File: src/rtl/time_set_ctrl.sv
// Button-driven time-setting controller: captures the running time on entry to
// set mode, edits hours then minutes with inc/dec and auto-repeat, and strobes a load on exit.
module time_set_ctrl #(
    parameter int unsigned REPEAT_DELAY  = 25_000_000,
    parameter int unsigned REPEAT_PERIOD = 5_000_000,
    parameter int unsigned TIMEOUT       = 500_000_000
) (
    input  logic                clk,
    input  logic                rst_n,
    input  logic                btn_mode,
    input  logic                btn_inc,
    input  logic                btn_dec,
    input  logic [$clog2(24):0] hours,
    input  logic [$clog2(60):0] minutes,
    output logic [$clog2(24):0] hours_settings,
    output logic [$clog2(60):0] minutes_settings,
    output logic                settings_signal,
    output logic                field_sel,
    output logic                time_load
);

    localparam int HW = $clog2(24) + 1;
    localparam int MW = $clog2(60) + 1;
    localparam int unsigned HOLD_MAX = (REPEAT_DELAY > REPEAT_PERIOD) ? REPEAT_DELAY : REPEAT_PERIOD;
    localparam int HCW = $clog2(HOLD_MAX + 1);
    localparam int TCW = $clog2(TIMEOUT + 1);

    localparam logic [HW-1:0]  H_LAST  = HW'(23);
    localparam logic [MW-1:0]  M_LAST  = MW'(59);
    localparam logic [HCW-1:0] DLY     = HCW'(REPEAT_DELAY);
    localparam logic [HCW-1:0] PER     = HCW'(REPEAT_PERIOD);
    localparam logic [TCW-1:0] TO_LAST = TCW'(TIMEOUT - 1);

    typedef enum logic [1:0] {IDLE, SET_HOUR, SET_MIN} state_e;

    state_e         state_q, state_d;
    logic           mode_q, inc_q, dec_q;
    logic [HW-1:0]  hs_q, hs_d;
    logic [MW-1:0]  ms_q, ms_d;
    logic [HCW-1:0] hold_q, hold_d;
    logic           rep_q, rep_d;
    logic [TCW-1:0] to_q, to_d;
    logic           settings_q, settings_d;
    logic           field_q, field_d;
    logic           load_q, load_d;

    logic mode_pr, inc_pr, dec_pr, any_pr;
    logic in_set, one_held, rep_step, press_step, do_step, timeout_hit;
    logic [HCW-1:0] hold_lim;

    assign mode_pr  = btn_mode & ~mode_q;
    assign inc_pr   = btn_inc & ~inc_q;
    assign dec_pr   = btn_dec & ~dec_q;
    assign any_pr   = mode_pr | inc_pr | dec_pr;
    assign in_set   = (state_q != IDLE);
    assign one_held = btn_inc ^ btn_dec;
    // First repeat waits the delay, later ones the period; the counter restarts at 1 after each step.
    assign hold_lim = rep_q ? PER : DLY;

    assign press_step  = in_set & one_held & ~mode_pr & (inc_pr | dec_pr);
    assign rep_step    = in_set & one_held & ~mode_pr & ~(inc_pr | dec_pr)
                         & (hold_q != '0) & (hold_q == hold_lim);
    assign do_step     = press_step | rep_step;
    assign timeout_hit = in_set & ~any_pr & ~rep_step & (to_q == TO_LAST);

    always_ff @(posedge clk or negedge rst_n) begin
        if (!rst_n) begin
            state_q <= IDLE;
        end else begin
            state_q <= state_d;
        end
    end

    always_comb begin
        state_d = state_q;
        case (state_q)
            IDLE:     if (mode_pr) state_d = SET_HOUR;
            SET_HOUR: if (mode_pr) state_d = SET_MIN;
                      else if (timeout_hit) state_d = IDLE;
            SET_MIN:  if (mode_pr || timeout_hit) state_d = IDLE;
            default:  state_d = IDLE;
        endcase
    end

    always_comb begin
        settings_d = (state_d != IDLE);
        field_d    = (state_d == SET_MIN);
        load_d     = (state_q == SET_MIN) & mode_pr;
    end

    always_comb begin
        hs_d = hs_q;
        ms_d = ms_q;
        if (state_q == IDLE && mode_pr) begin
            hs_d = (hours > H_LAST)   ? '0 : hours;
            ms_d = (minutes > M_LAST) ? '0 : minutes;
        end else if (do_step) begin
            if (state_q == SET_HOUR) begin
                if (btn_inc) hs_d = (hs_q == H_LAST) ? '0 : hs_q + 1'b1;
                else         hs_d = (hs_q == '0) ? H_LAST : hs_q - 1'b1;
            end else begin
                if (btn_inc) ms_d = (ms_q == M_LAST) ? '0 : ms_q + 1'b1;
                else         ms_d = (ms_q == '0) ? M_LAST : ms_q - 1'b1;
            end
        end
    end

    // Zero means "not counting": only a fresh press arms the hold counter.
    always_comb begin
        hold_d = '0;
        rep_d  = 1'b0;
        if (in_set && !mode_pr && one_held && !timeout_hit) begin
            if (inc_pr || dec_pr) begin
                hold_d = HCW'(1);
            end else if (hold_q != '0) begin
                if (hold_q == hold_lim) begin
                    hold_d = HCW'(1);
                    rep_d  = 1'b1;
                end else begin
                    hold_d = hold_q + 1'b1;
                    rep_d  = rep_q;
                end
            end
        end
    end

    always_comb begin
        if (state_d == IDLE || state_q == IDLE || any_pr || rep_step) begin
            to_d = '0;
        end else begin
            to_d = to_q + 1'b1;
        end
    end

    always_ff @(posedge clk or negedge rst_n) begin
        if (!rst_n) begin
            mode_q     <= 1'b1;
            inc_q      <= 1'b1;
            dec_q      <= 1'b1;
            hs_q       <= '0;
            ms_q       <= '0;
            hold_q     <= '0;
            rep_q      <= 1'b0;
            to_q       <= '0;
            settings_q <= 1'b0;
            field_q    <= 1'b0;
            load_q     <= 1'b0;
        end else begin
            mode_q     <= btn_mode;
            inc_q      <= btn_inc;
            dec_q      <= btn_dec;
            hs_q       <= hs_d;
            ms_q       <= ms_d;
            hold_q     <= hold_d;
            rep_q      <= rep_d;
            to_q       <= to_d;
            settings_q <= settings_d;
            field_q    <= field_d;
            load_q     <= load_d;
        end
    end

    assign hours_settings   = hs_q;
    assign minutes_settings = ms_q;
    assign settings_signal  = settings_q;
    assign field_sel        = field_q;
    assign time_load        = load_q;

endmodule

File: config.mk
export PLATFORM = sky130hd
export DESIGN_NAME = time_set_ctrl
export DESIGN_NICKNAME = d
export VERILOG_FILES = /design/src/rtl/time_set_ctrl.sv
export SDC_FILE = /design/constraint.sdc
export NUM_CORES = 1
export LEC_CHECK = 0
export CAP_MARGIN = 25
export CORE_MARGIN = 3
export CORE_UTILIZATION = 48
export CTS_CLUSTER_SIZE = 30
export DETAILED_ROUTE_END_ITERATION = 8
export PLACE_DENSITY = 0.7
export RECOVER_POWER = 50
export SYNTH_ARGS = -nofsm -noshare
export SYNTH_HDL_FRONTEND = slang
export SYNTH_SLANG_ARGS = --single-unit
File: constraint.sdc
create_clock -name clk -period 5.53 [get_ports clk]
set_clock_uncertainty 0.15 [all_clocks]
set_input_delay 0.8295 -clock clk [delete_from_list [all_inputs] [get_ports clk]]
set_output_delay 0.8295 -clock clk [all_outputs]
set_load 0.05 [all_outputs]
==> impl_metrics.tcl, run 1 <==
set metrics [dict create \
    post_cts.resized_instances 0 \
    finalHoldWorstSlack_ns 0.3669 \
    grt-ovfl-total 0 \
    routabilityCongestion 0.8398 \
    critPathArrivalTime_ns 3.87 \
    final_hold_viol_count 0 \
    fraction_of_layout_cells_with_a_size_suffix_above_1 0.07336 \
    number_of_global_route_vias_before_repair 3434 \
    die_area_mm2 0.01039 \
    cts-root-to-sink-buffers 2 \
    globalRouteTotalUtil 0.1898 \
    root_buffer "clkbuf_8" \
    timing.max_cap.violations 0 \
    worst_ir_drop_vdd_mv 0.2369 \
    setup.worst_path.start_class "input port" \
    worstPathCellList "dlygate4sd3_1 > inv_1 > o22ai_1 > nor3_1 > nand2_1 > nand3_1 > nor2_1" \
    area_growth_from_synthesis_to_layout_pct 14.56 \
    die_w_um 101.9 \
    firstDrtPassIters 4 \
    clk_pin_slew_ns 0.08 \
    top_level_pins 34 \
    wl_um 9457 \
    final_common_cell "nor2_1" \
    combined_area_of_the_multi_input_logic_cells_mm2 0.002360 \
    n_fill_cell 779 \
    critical_path_required_ns 5.63 \
    synth_sequential_area_ratio 0.4314 \
    cts.hold.buffers_added 0 \
    seq_area_mm2 0.001906 \
    synth_seq_cells 76 \
    dieHeight_um 101.9 \
    vias_per_cell 5.720 \
    fp-row-count 34 \
    synth-main-ff-cell "dfrtp_1" \
    post_layout_nonfiller_instances 626 \
    postLayoutCellArea_mm2 0.005060 \
    starting_utilization_of_the_core_area 0.4992 \
    grt_start_max_net_pins 77 \
    worst_hold_path_type "reg2reg" \
    leakage_component_of_the_power_uw 0.002014 \
    final_antenna_net_count 0 \
    maximum_clock_rate_mhz 265.4 \
    yosys_warnings 0 \
    dp.final_hpwl_um 6505 \
    port-buffer-count 33 \
    place_inst 608 \
    postSynthNetCount 514 \
    layout.cells.most_common_list "nor2_1 (87), dfrtp_1 (73), xor2_1 (36)" \
    route.detailed.wl_per_inst_um 15.11 \
    timing.max_slew.rel_slack 0.3671 \
    power_uw 1916 \
    insertion_delay_ns 0.35 \
    syn-cell-area_mm2 0.004417 \
    slew_viols_final 0 \
    n_antenna_cell 0 \
    worstMarginPinSlew_ns 0.9494 \
    tritoncts "built" \
    worst_path_max_delay_cell "dlygate4sd3_1" \
    htree_levels 3 \
    finalCriticalPeriod_ns 3.769 \
    number_of_buffers_added_by_the_clock_tree_synthesis_step 9 \
    num_vias 3581 \
    post_cts_setup_driven_buffer_insertion_count 0 \
    rsz0062_at_grt "false" \
    wire_length_the_detailed_router_placed_on_met1_um 4575 \
    setup_viol 0 \
    met2_wirelength_um 4421 \
    status "completed" \
    fp.coreArea_mm2 0.008848 \
    syn_avg_cell_area_um2 9.051 \
    antenna_found_initial 0 \
    layout.nets 539 \
    cp_max_fo 25 \
    netlist_instances 488 \
    met3_length_um 371 \
    tns_ns 0 \
    timing.critical_path.to_type "register" \
    clock_sink_count 76 \
    synth-edff-count 0 \
    dp_area_mm2 0.004796 \
    critPathMaxStageDelay_ns 1.10 \
    topRoutingLayerUsed "met4" \
    finalCritPeriodShare 0.6815 \
    ys_types 62 \
    remaining_drc_errors 0 \
    detailedRoute.firstIterationViolations 191 \
    powerDensity_mw_per_mm2 378.7 \
    path_class "in2reg" \
    wire_length_of_the_first_global_routing_pass_um 15990 \
    synthArstFlopShare 1.000 \
]
-- worst paths after layout --
path                               start    endpoint  slack [ns]  cells after the start
worst max-delay path             btn_inc  hold_q[17]        1.76                      7
min in group asynchronous          rst_n    to_q[10]        0.45                      1
worst max register to register  to_q[17]  hold_q[17]        2.32                      6
max in group asynchronous          rst_n      mode_q        3.92                      2
worst min register to register   to_q[0]     to_q[0]        0.37                      1
worst min-delay path             to_q[0]     to_q[0]        0.37                      1
-- logic make-up (layout without fill, tap and decap cells) --
kind of cell	count (synthesis)	in the layout	synth area share
XOR/XNOR	61	61	0.1210
multiplexers	7	7	0.01728
AND/OR/NAND/NOR	234	234	0.2637
flip-flops	76	76	0.4314
adder cells (fa/ha/maj)	8	8	0.02266
buffers and inverters	39	69	0.03739
AO/OA/AOI/OAI	63	63	0.1065
-- through the flow --
stage          setup slack, ns    util
2_1_floorplan            2.756       -
3_3_place_gp             1.605  0.5420
3_5_place_dp             1.475  0.5420
4_1_cts                  1.860  0.5674
5_1_grt                  1.444  0.5718
6_report                 1.761  0.5718
-- power breakdown --
group	total [uW]	internal (uW)	switching (uW)
Clock	474	267	208
Combinational	711	272	439
Sequential	731	612	119
Total	1920	1150	766
-- worst max-delay path: cells and delay by family --
family | cells | cell delay [ns]
and+or+nand+nor | 4 | 1.19
AOI/OAI and AO/OA | 1 | 0.48
buffers and inverters | 2 | 1.35
-- routing by layer --
layer  GRT usage  vias up
li1            -     1778
met1      0.2666     1728
met2      0.2963       66
met3     0.03549        9
met4     0.06458        0
met5           0        -
-- cell type report --
cell class	instances	share of cell area
multi-input cells	373	0.4664
flip-flops and latches	76	0.3766
repair buffers	35	0.07245
clock buffers	10	0.02720
well taps	108	0.02671
clock inverters	6	0.01731
inverters	18	0.01335
-- cell usage after synthesis, drive strengths merged, types with 5 or more instances --
master	instances	share of area
a21oi	13	0.015
and3	12	0.017
buf	6	0.0093
clkbuf	15	0.013
dfrtp	73	0.41
ha	8	0.023
inv	18	0.015
mux2	5	0.013
nand2	35	0.030
nand3	32	0.036
nand4	20	0.028
nor2	87	0.074
nor3	9	0.010
nor4	8	0.015
o21ai	13	0.016
o31ai	5	0.012
or4	5	0.0085
xnor2	25	0.050
xor2	36	0.071
-- sequential cells by signal, indices dropped and copies added (netlist names), 2 cells and up --
signal,cells
state_q,2
minutes_settings,7
to_q,29
hold_q,25
hours_settings,6
No activity file was read; power rests on OpenSTA's default activity.
==> run 2, diff against run 1 <==
PLACE_DENSITY = 0.72   (was 0.7)
clock period = 3.1 ns   (was 5.53 ns; I/O delays follow)
==> impl_metrics.tcl, run 2 (synthesis results as in run 1) <==
set metrics [dict create \
    status "completed" \
    slew_viols_final 0 \
    timing.max_cap.violations 0 \
    dp_area_mm2 0.004893 \
    fp.coreArea_mm2 0.008848 \
    layout.nets 555 \
    critPathTopFamily "compound AO/OA/AOI/OAI gates" \
    cp_max_fo 6 \
    register_with_the_most_flip_flops "to_q" \
    dp.final_hpwl_um 6639 \
    timing.max_slew.rel_slack 0.3339 \
    finalCritPeriodShare 0.9538 \
    die_area_mm2 0.01039 \
    worst_path_max_delay_cell "a2111o_1" \
    route.detailed.wl_per_inst_um 14.80 \
    clk_pin_slew_ns 0.08 \
    maximum_clock_rate_mhz 338.2 \
    worstMarginPinSlew_ns 0.9992 \
    critPathArrivalTime_ns 3.04 \
    number_of_buffers_added_by_the_clock_tree_synthesis_step 9 \
    detailedRoute.firstIterationViolations 200 \
    critical_path_required_ns 3.18 \
    setup_viol 0 \
    final_hold_viol_count 0 \
    num_vias 3631 \
    path_class "reg2reg" \
    final_antenna_net_count 0 \
    wl_um 9472 \
    n_antenna_cell 0 \
    top_level_pins 34 \
    vias_per_cell 5.673 \
    worst_hold_path_type "reg2reg" \
    routabilityCongestion 0.8875 \
    finalHoldWorstSlack_ns 0.3489 \
    wire_length_of_the_first_global_routing_pass_um 16440 \
    root_buffer "clkbuf_8" \
    finalCriticalPeriod_ns 2.957 \
    port-buffer-count 33 \
    timing.critical_path.to_type "register" \
    starting_utilization_of_the_core_area 0.4992 \
    tns_ns 0 \
    globalRouteTotalUtil 0.1946 \
    remaining_drc_errors 0 \
    fp-row-count 34 \
    cts-root-to-sink-buffers 2 \
    rsz0062_at_grt "false" \
    grt_start_max_net_pins 77 \
    die_w_um 101.9 \
    area_growth_from_synthesis_to_layout_pct 16.23 \
    postLayoutCellArea_mm2 0.005134 \
    powerDensity_mw_per_mm2 643.7 \
    final_common_cell "nor2_1" \
    clock_sink_count 76 \
    largest_reg_flops 29 \
    crit_buf_inv 1 \
    firstDrtPassIters 4 \
    critPathMaxStageDelay_ns 0.54 \
    leakage_component_of_the_power_uw 0.002054 \
    fraction_of_layout_cells_with_a_size_suffix_above_1 0.09211 \
    n_fill_cell 767 \
    layout.cells.most_common_list "nor2_1 (87), dfrtp_1 (73), xor2_1 (36)" \
    worstPathCellList "or2_0 > or4_1 > a2111o_1 > buf_4 > o311ai_4 > nand2_1 > a2111oi_2" \
    antenna_found_initial 0 \
    insertion_delay_ns 0.34 \
    setup.worst_path.start_class "register" \
    worst_ir_drop_vdd_mv 0.4126 \
    layout.core_utilization 0.5802 \
    dieHeight_um 101.9 \
    grt-ovfl-total 0 \
    number_of_global_route_vias_before_repair 3561 \
    htree_levels 3 \
    tritoncts "built" \
]
## run 2: final cells by class
class                      count  area [um2]  area share
clock buffer                  10       127.6     0.02486
inverter                      18       67.56     0.01316
tap                          108       135.1     0.02632
multi-input combinational    373        2365      0.4606
clock inverter                 4       51.30    0.009993
timing repair buffer          51       481.7     0.09383
sequential                    76        1906      0.3712
## run 2: power by group
part	switching (uW)	internal, uW
registers	203	1090
clock network	355	365
logic	783	505
## run 2: final timing paths
check,slack [ns],cells past startpoint,end,start
min in group asynchronous,0.66,2,to_q[12],rst_n
max in group asynchronous,1.28,3,mode_q,rst_n
min reg2reg,0.35,1,to_q[0],to_q[0]
min,0.35,1,to_q[0],to_q[0]
max,0.14,7,rep_q,hold_q[9]
max reg2reg,0.14,7,rep_q,hold_q[9]
## run 2: repair_timing
action,in CTS,in global routing
endpoints found under the setup margin,0,1
setup buffers,0,2
hold buffers,0,1
gates resized for setup,0,1
endpoints found under the hold margin,0,16
## run 2: per-stage QoR
stage	total power, uW	setup WS [ns]	instances
4_1_cts	3318	0.04524	635
2_1_floorplan	2211	0.3856	488
3_3_place_gp	2551	0.1360	621
3_5_place_dp	2587	0.04612	621
5_1_grt	3527	0.03154	640
6_report	3304	0.1434	640
## run 2: worst reg2reg max path, stage by stage (launching register included)
cell and delay (ns):
dfrtp_1 0.42, or2_0 0.22, or4_1 0.50, a2111o_1 0.54, buf_4 0.19, o311ai_4 0.35, nand2_1 0.12, a2111oi_2 0.37
## run 2: per-layer routing
layer  wire length, um  up-vias  GRT usage
li1                  -     1790          -
met1              4495     1764     0.2569
met2              4559       71     0.3179
met3               346        6    0.04710
met4                69        0    0.06054
met5                 0        -          0
